File: src/rtl/reg_file_32x32_pkg.sv
// rtl/reg_file_32x32_pkg.sv - shared CPU constants and register index type for the register file
package reg_file_32x32_pkg;

    localparam int DATA_W   = 32;
    localparam int ADDR_W   = 5;
    localparam int REG_ZERO = 0;

    typedef logic [ADDR_W-1:0] reg_idx_t;

endpackage

File: src/rtl/reg_file_32x32_rd_port.sv
// rtl/reg_file_32x32_rd_port.sv - read port: zero-index masking, reset masking, optional forwarding
// REGFILE_BYPASS_EN adds same-cycle write-to-read forwarding.
module reg_file_rd_port #(
    parameter int DATA_W = 32,
    parameter int ADDR_W = 5
) (
    input  logic              rst_n,
    input  logic [ADDR_W-1:0] rd_addr,
    input  logic [DATA_W-1:0] stored_data,
`ifdef REGFILE_BYPASS_EN
    input  logic              we,
    input  logic [ADDR_W-1:0] wr_addr,
    input  logic [DATA_W-1:0] wr_data,
`endif
    output logic [DATA_W-1:0] rd_data
);

    import reg_file_32x32_pkg::*;

    always_comb begin
        rd_data = stored_data;
`ifdef REGFILE_BYPASS_EN
        if ((we == 1'b1) && (wr_addr == rd_addr)) begin
            rd_data = wr_data;
        end
`else
        rd_data = stored_data;
`endif
        // The zero-index mask also blocks forwarding of a discarded write to entry 0.
        if (!rst_n || (rd_addr == ADDR_W'(REG_ZERO))) begin
            rd_data = '0;
        end
    end

endmodule

File: src/rtl/reg_file_32x32.sv
// rtl/reg_file_32x32.sv - 2**ADDR_W x DATA_W register file, two combinational read ports, one write port
// REGFILE_BYPASS_EN enables same-cycle write-to-read forwarding on both read ports.
module reg_file_32x32 #(
    parameter int DATA_W = reg_file_32x32_pkg::DATA_W,
    parameter int ADDR_W = reg_file_32x32_pkg::ADDR_W
) (
    input  logic              clk,
    input  logic              rst_n,
    input  logic [ADDR_W-1:0] ra_addr,
    input  logic [ADDR_W-1:0] rb_addr,
    output logic [DATA_W-1:0] ra_data,
    output logic [DATA_W-1:0] rb_data,
    input  logic              we,
    input  logic [ADDR_W-1:0] wr_addr,
    input  logic [DATA_W-1:0] wr_data,
    output logic [15:0]       wr_count
);

    import reg_file_32x32_pkg::*;

    localparam int NUM_REGS = 2 ** ADDR_W;

    logic [DATA_W-1:0] regs [NUM_REGS];
    logic              wr_commit;

    // An unknown we fails the equality test, so it never commits.
    assign wr_commit = (we == 1'b1) && (wr_addr != ADDR_W'(REG_ZERO));

    always_ff @(posedge clk or negedge rst_n) begin
        if (!rst_n) begin
            for (int i = 0; i < NUM_REGS; i++) begin
                regs[i] <= '0;
            end
            wr_count <= '0;
        end else if (wr_commit) begin
            regs[wr_addr] <= wr_data;
            wr_count      <= wr_count + 16'd1;
        end
    end

    reg_file_rd_port #(.DATA_W(DATA_W), .ADDR_W(ADDR_W)) u_rd_a (
        .rst_n       (rst_n),
        .rd_addr     (ra_addr),
        .stored_data (regs[ra_addr]),
`ifdef REGFILE_BYPASS_EN
        .we          (we),
        .wr_addr     (wr_addr),
        .wr_data     (wr_data),
`endif
        .rd_data     (ra_data)
    );

    reg_file_rd_port #(.DATA_W(DATA_W), .ADDR_W(ADDR_W)) u_rd_b (
        .rst_n       (rst_n),
        .rd_addr     (rb_addr),
        .stored_data (regs[rb_addr]),
`ifdef REGFILE_BYPASS_EN
        .we          (we),
        .wr_addr     (wr_addr),
        .wr_data     (wr_data),
`endif
        .rd_data     (rb_data)
    );

    we_known_a: assert property (@(posedge clk) disable iff (!rst_n) !$isunknown(we))
        else $error("we is X or Z at clock edge");

endmodule

File: config.mk
export PLATFORM = sky130hd
export DESIGN_NAME = reg_file_32x32
export DESIGN_NICKNAME = d
export VERILOG_FILES = /design/src/rtl/reg_file_32x32_pkg.sv /design/src/rtl/reg_file_32x32_rd_port.sv /design/src/rtl/reg_file_32x32.sv
export SDC_FILE = /design/constraint.sdc
export NUM_CORES = 2
export LEC_CHECK = 0
export CORE_MARGIN = 4
export CORE_UTILIZATION = 36
export DETAILED_ROUTE_END_ITERATION = 6
export GPL_ROUTABILITY_DRIVEN = 1
export GPL_TIMING_DRIVEN = 0
export HOLD_SLACK_MARGIN = 0.08
export PLACE_DENSITY = 0.55
export SYNTH_ARGS = -nofsm -noshare
export SYNTH_HDL_FRONTEND = slang
export SYNTH_HIERARCHICAL = 1
export SYNTH_SLANG_ARGS = --single-unit
File: constraint.sdc
create_clock -name clk -period 2.3 [get_ports clk]
set_input_delay 0.46 -clock clk [delete_from_list [all_inputs] [get_ports clk]]
set_output_delay 0.46 -clock clk [all_outputs]
set_load 0.02 [all_outputs]
======== Word level (Yosys, flattened, before mapping) ========
Cells that the tools add are included.
cells by class
  add/subtract/negate cells ............... 1
  $lt $le $gt $ge ......................... 4
  mux-type cells .......................... 11
  bitwise operators ....................... 3
  reduce and logical (&&, ||, !) cells .... 8
operator list
  kind                   number
  $bwmux 1024            1
  $bmux 32 s5            2
  $mux 32                7
  $demux 32 s5           1
  $ge 6x6->1 const B     3
  $not 5->6              3
  $add 16x1->16 const B  1
  $logic_not 5->1        2
  $lt 6x1->1 const B     1
  $reduce_bool 5->1      1
  $logic_and 1x1->1      2
  $logic_or 1x1->1       2
  $logic_not 1->1        1
storage, ports and cells
  register bits after elaboration ......... 1040
  input port bits ......................... 50
  output and inout port bits .............. 80
  word-level logic and storage cells ...... 60

======== Longest topological paths before layout ========
  depth in word-level cells ............... 6
  depth in mapped cells ................... 10
  mapped depth without buffers ............ 7

======== By module ========
Netlist, hierarchy kept.
by module, submodules not included
  module            instances  cells each  area an instance (um^2)  sequential area each (um^2)
  reg_file_32x32    1          4665        56620.6                  26025.0
  reg_file_rd_port  2          75          372.9                    0.0

======== Least setup slack after synthesis ========
Ideal clock, no wire load.
  kind .................................... input -> output
  from .................................... in ra_addr[1]
  to ...................................... out ra_data[25]
  arrival ................................. 1923 ps
  required time ........................... 1840 ps
  slack ................................... -83 ps
  stages .................................. 10
  path buffers ............................ 4
  cell sequence ........................... buf_2 -> buf_4 -> buf_4 -> buf_4 -> mux2i_1 -> a21oi_1 -> nand3_1 -> nand3_1 -> nand2_1 -> a21oi_1
on the way
  cells in the longest elaborated chain, start to end .. 5
  elaborated cells between the ends (all ways) .. 7
  classes of those cells .................. mux (4); bitwise (1); reduce/logical (2)
RTL lines
  element                                      RTL line                      RTL
  from (decl)                                  reg_file_32x32.sv:9           input logic [ADDR_W-1:0] ra_addr,
  $not 5->6 (not written as such)              reg_file_32x32.sv:44          .stored_data (regs[ra_addr]),
  $bmux 32 s5                                  reg_file_32x32.sv:44
  $mux 32 (not written as such) (2 in series)  reg_file_32x32.sv:44
  $mux 32 *                                    reg_file_32x32_rd_port.sv:30  if (!rst_n || (rd_addr == ADDR_W'(REG_ZERO))) begin
  to (decl)                                    reg_file_32x32.sv:11          output logic [DATA_W-1:0] ra_data,
Mark *: on every way between the ends. The rest lies on a longest branch, timed or not. The select of a mux whose other input is x is not followed.

======== Worst setup path after layout ========
  from .................................... in rb_addr[1]
  to ...................................... out rb_data[20]
on the way
  cells in the longest elaborated chain, start to end .. 5
  elaborated cells between the ends (all ways) .. 7
  classes of those cells .................. mux (4); bitwise (1); reduce/logical (2)
RTL lines
  element                                      RTL line                      RTL
  from (decl)                                  reg_file_32x32.sv:10          input logic [ADDR_W-1:0] rb_addr,
  $not 5->6 (not written as such)              reg_file_32x32.sv:56          .stored_data (regs[rb_addr]),
  $bmux 32 s5                                  reg_file_32x32.sv:56
  $mux 32 (not written as such) (2 in series)  reg_file_32x32.sv:56
  $mux 32 *                                    reg_file_32x32_rd_port.sv:30
  to (decl)                                    reg_file_32x32.sv:12          output logic [DATA_W-1:0] rb_data,
Marks and branches as above.

==> summary.txt <==
DR WL/cell: 32.42 um
TritonCTS clock tree: yes
Period utilization: 131.1%
Static leakage: 32.58 nW
Largest net degree at the start of global routing: 158
Slew @ Worst Pin: 1.100 ns
Post-Synthesis Net Count: 4866
Worst-Skew Late Latency: 0.76 ns
Ranking of synthesized cells by area: dfrtp_1 (45%), mux2_2 (19%), mux2i_1 (18%), a22oi_1 (2.5%), a21oi_1 (2.2%)
Clock group share of total power: 34.6%
Top-area cell type share of the netlist area: 45.37%
Type of origin of the critical path: primary input
Setup Viol. Count Final: 64
Failing checks: design-rule violations, negative hold slack, negative setup slack
Critical path depth: 13
Yosys cell types: 38
DRT Pass-1 Iters: 7
Gate power share: 22.6%
DRC viols: 5
PwrDens: 807.5 nW/um2
RSZ-0062 raised after global routing: true
Number of flops mapped to enable cells by yosys: 0
R2R cell count: 6
Status: finished with violations
Row count: 146
Via Count: 43.39k
CTS buffer count: 121
Post-DP HPWL: 165.7 mm
Final core utilization: 44.73%
Nets@finish: 5199
Async S/R FF share, synth: 100.0%
CP most frequent cell: buf_12
Crit path required time: 1.84 ns
Min cycle time layout: 3.015 ns
Worst-path clk slew: 0.06 ns
GR Util All Layers: 27.57%
CP Data Arrival Time: 2.56 ns
Die area: 165800 um2
Area Growth Syn to Fin: 23.48%
WP buf/inv: 6
GP Congestion: 0.9457
Worst Hold Class: in2async
Vias in the first global route: 43.06k
Sequential fraction of the synthesis area: 45.37%
Final-report max-slew violation count: 0
Fmax: 331.6 MHz
Die width: 407.2 um
Synth warn: 6
Gate Count Post-Synth: 4815
Detailed-route wire length: 237.4 mm
Grt total ovfl: 0
Clk Tree Root Cell: clkbuf_16
Dominant cell type by area after synthesis: dfrtp_1
Design Area, Final: 70840 um2
# clock sinks: 1040
Number of H-tree branching levels: 3
Crit path max-delay family: buffers and inverters
Part of the power in registers: 42.8%
Final worst setup slack: -0.7153 ns
Routed Antenna Nets: 0
Violation count after the first detailed-route iteration: 4144
DR vias/cell: 5.926
Max_slew headroom: 26.42%
Crit-path max FO: 7
Flops & latches, synth: 1040
Cell-internal power: 39.55 mW
Placement Cell Area: 61660 um2
Max Cap Violations: 0
Starting Density: 36.22%
IO Port Bufs: 128
Crit end category: primary output
VDD IR max: 0.0006800 V
WHS: -0.06179 ns
Layout cells sized above 1: 38.05%
Core area: 158400 um2
Syn Area/Cell: 11.91 um2
Die height: 407.2 um
First-pass GRT wire length: 328.8 mm
Skew final: 0.01935 ns
Switching pwr: 17.65 mW
Initial antenna violation count: 11
Main synth FF type: dfrtp_1
Endpoints failing hold: 88
Sw frac: 30.86%
Max stage delay on crit path: 0.47 ns
Crit Path Category: in2out
CP Cell Sequence: buf_8 > buf_8 > buf_12 > buf_12 > buf_12 > mux2i_1 > a22o_1 > nor3_4 > a31oi_4 > nand3_4 > nand2_2 > a21oi_2 > buf_4
Clock tree buffer depth: 3
I/O Pins: 130
Post-Syn Area: 57370 um2
CP max stage cell: nor3_4
path summary, 6_finish.rpt:
kind	start	to	slack [ns]
min in group clk	we	wr_count[0]	0.15
worst min-delay path	rst_n	regs[556]	-0.06
max in group asynchronous	rst_n	regs[970]	0.49
worst max register to register	wr_count[2]	wr_count[14]	0.85
worst max-delay path	rb_addr[1]	rb_data[20]	-0.72
worst min register to register	regs[993]	regs[993]	0.48
area by class of cell:
| cell class | instances | area [um2] |
|---|---|---|
| antenna | 2 | 5.005 |
| buffer | 489 | 4609 |
| clock buffer | 187 | 3706 |
| clock inverter | 36 | 339.1 |
| fill | 14516 | 87540 |
| inverter | 2 | 11.26 |
| multi-input combinational | 3280 | 30780 |
| sequential | 1040 | 26030 |
| tap | 2072 | 2592 |
| timing repair buffer | 214 | 2768 |
cell usage in the layout, fill, tap and decap left out, drive strengths merged, types with 5 or more instances in the layout:
cell type / instances
a31oi: 64
clkbuf: 423
nor3: 66
mux2i: 1024
clkdlybuf4s50: 42
a22o: 128
nor2: 22
clkinv: 24
dfrtp: 1040
xnor2: 13
bufbuf: 6
clkdlybuf4s15: 5
a21oi: 256
dlygate4sd2: 11
dlygate4sd3: 12
buf: 391
nand2: 287
a22oi: 192
mux2: 992
nand3: 198
inv: 8
kinds of logic (layout without fill, tap and decap cells):
logic type,after synthesis,in the layout,synth area share (%)
xor+xnor,15,15,0.2290
compound gates,640,640,7.424
flops,1040,1040,45.37
mux,2016,2016,37.34
other cells,0,2,0
simple gates,608,608,5.027
fa+ha+maj,1,1,0.02181
buf+inv,495,928,4.591
state kept, by name, indices dropped and copies added, names as in the netlist:
register and cells:
regs 1024, wr_count 16
per-stage QoR:
step           setup TNS [ns]  total power [mW]  setup slack [ns]  cells
4_1_cts                -37.24             56.95           -0.6685   7301
3_5_place_dp          -565.61             36.07            -3.138   7022
3_3_place_gp                -             35.57            -49.22   7015
5_1_grt                -39.53             59.38           -0.7739   7320
2_1_floorplan               0             31.86           0.03026   4815
6_report               -36.75             57.20           -0.7153   7322
power by group through the flow:
stage	clock network (mW)	registers, mW	logic, mW
final	19.8	24.5	12.9
after global routing	20.8	24.9	13.7
after CTS	20.0	24.3	12.6
after detailed placement	0	24.6	11.4
after global placement	0	24.6	11.0
after floorplan	0	24.0	7.87
metal layers:
layer / up-vias / GRT usage (%) / share of wire [%]
li1: 18359 / - / -
met1: 22602 / 37.78 / 43
met2: 1938 / 42.14 / 44
met3: 494 / 5.772 / 8.3
met4: 0 / 12.02 / 4.7
met5: - / 0 / 0
synthesized netlist by cell type, types with 6 or more instances:
| cell | instances |
|---|---|
| dfrtp_1 | 1040 |
| mux2i_1 | 1024 |
| mux2_2 | 956 |
| nand2_1 | 287 |
| a21oi_1 | 252 |
| clkbuf_1 | 228 |
| nand3_1 | 198 |
| a22oi_1 | 192 |
| buf_2 | 129 |
| a22o_1 | 128 |
| nor3_1 | 66 |
| a31oi_1 | 64 |
| buf_4 | 53 |
| buf_6 | 50 |
| mux2_1 | 36 |
| buf_1 | 29 |
| nor2_4 | 16 |
| xnor2_1 | 13 |
| nor2_1 | 6 |
tightest hold or removal path: cells and delay by family:
kind / cells / cell delay [ns]
buf+inv: 3 / 0.58
timing repair:
item,4_1_cts,5_1_grt
setup buffers,33,6
hold buffers,9,13
endpoints found under the setup margin,75,64
resized for setup,1341,101
gates cloned,16,3
endpoints found under the hold margin,104,158
pin swaps,243,133
Note: power is estimated with default switching activity, not from simulation.
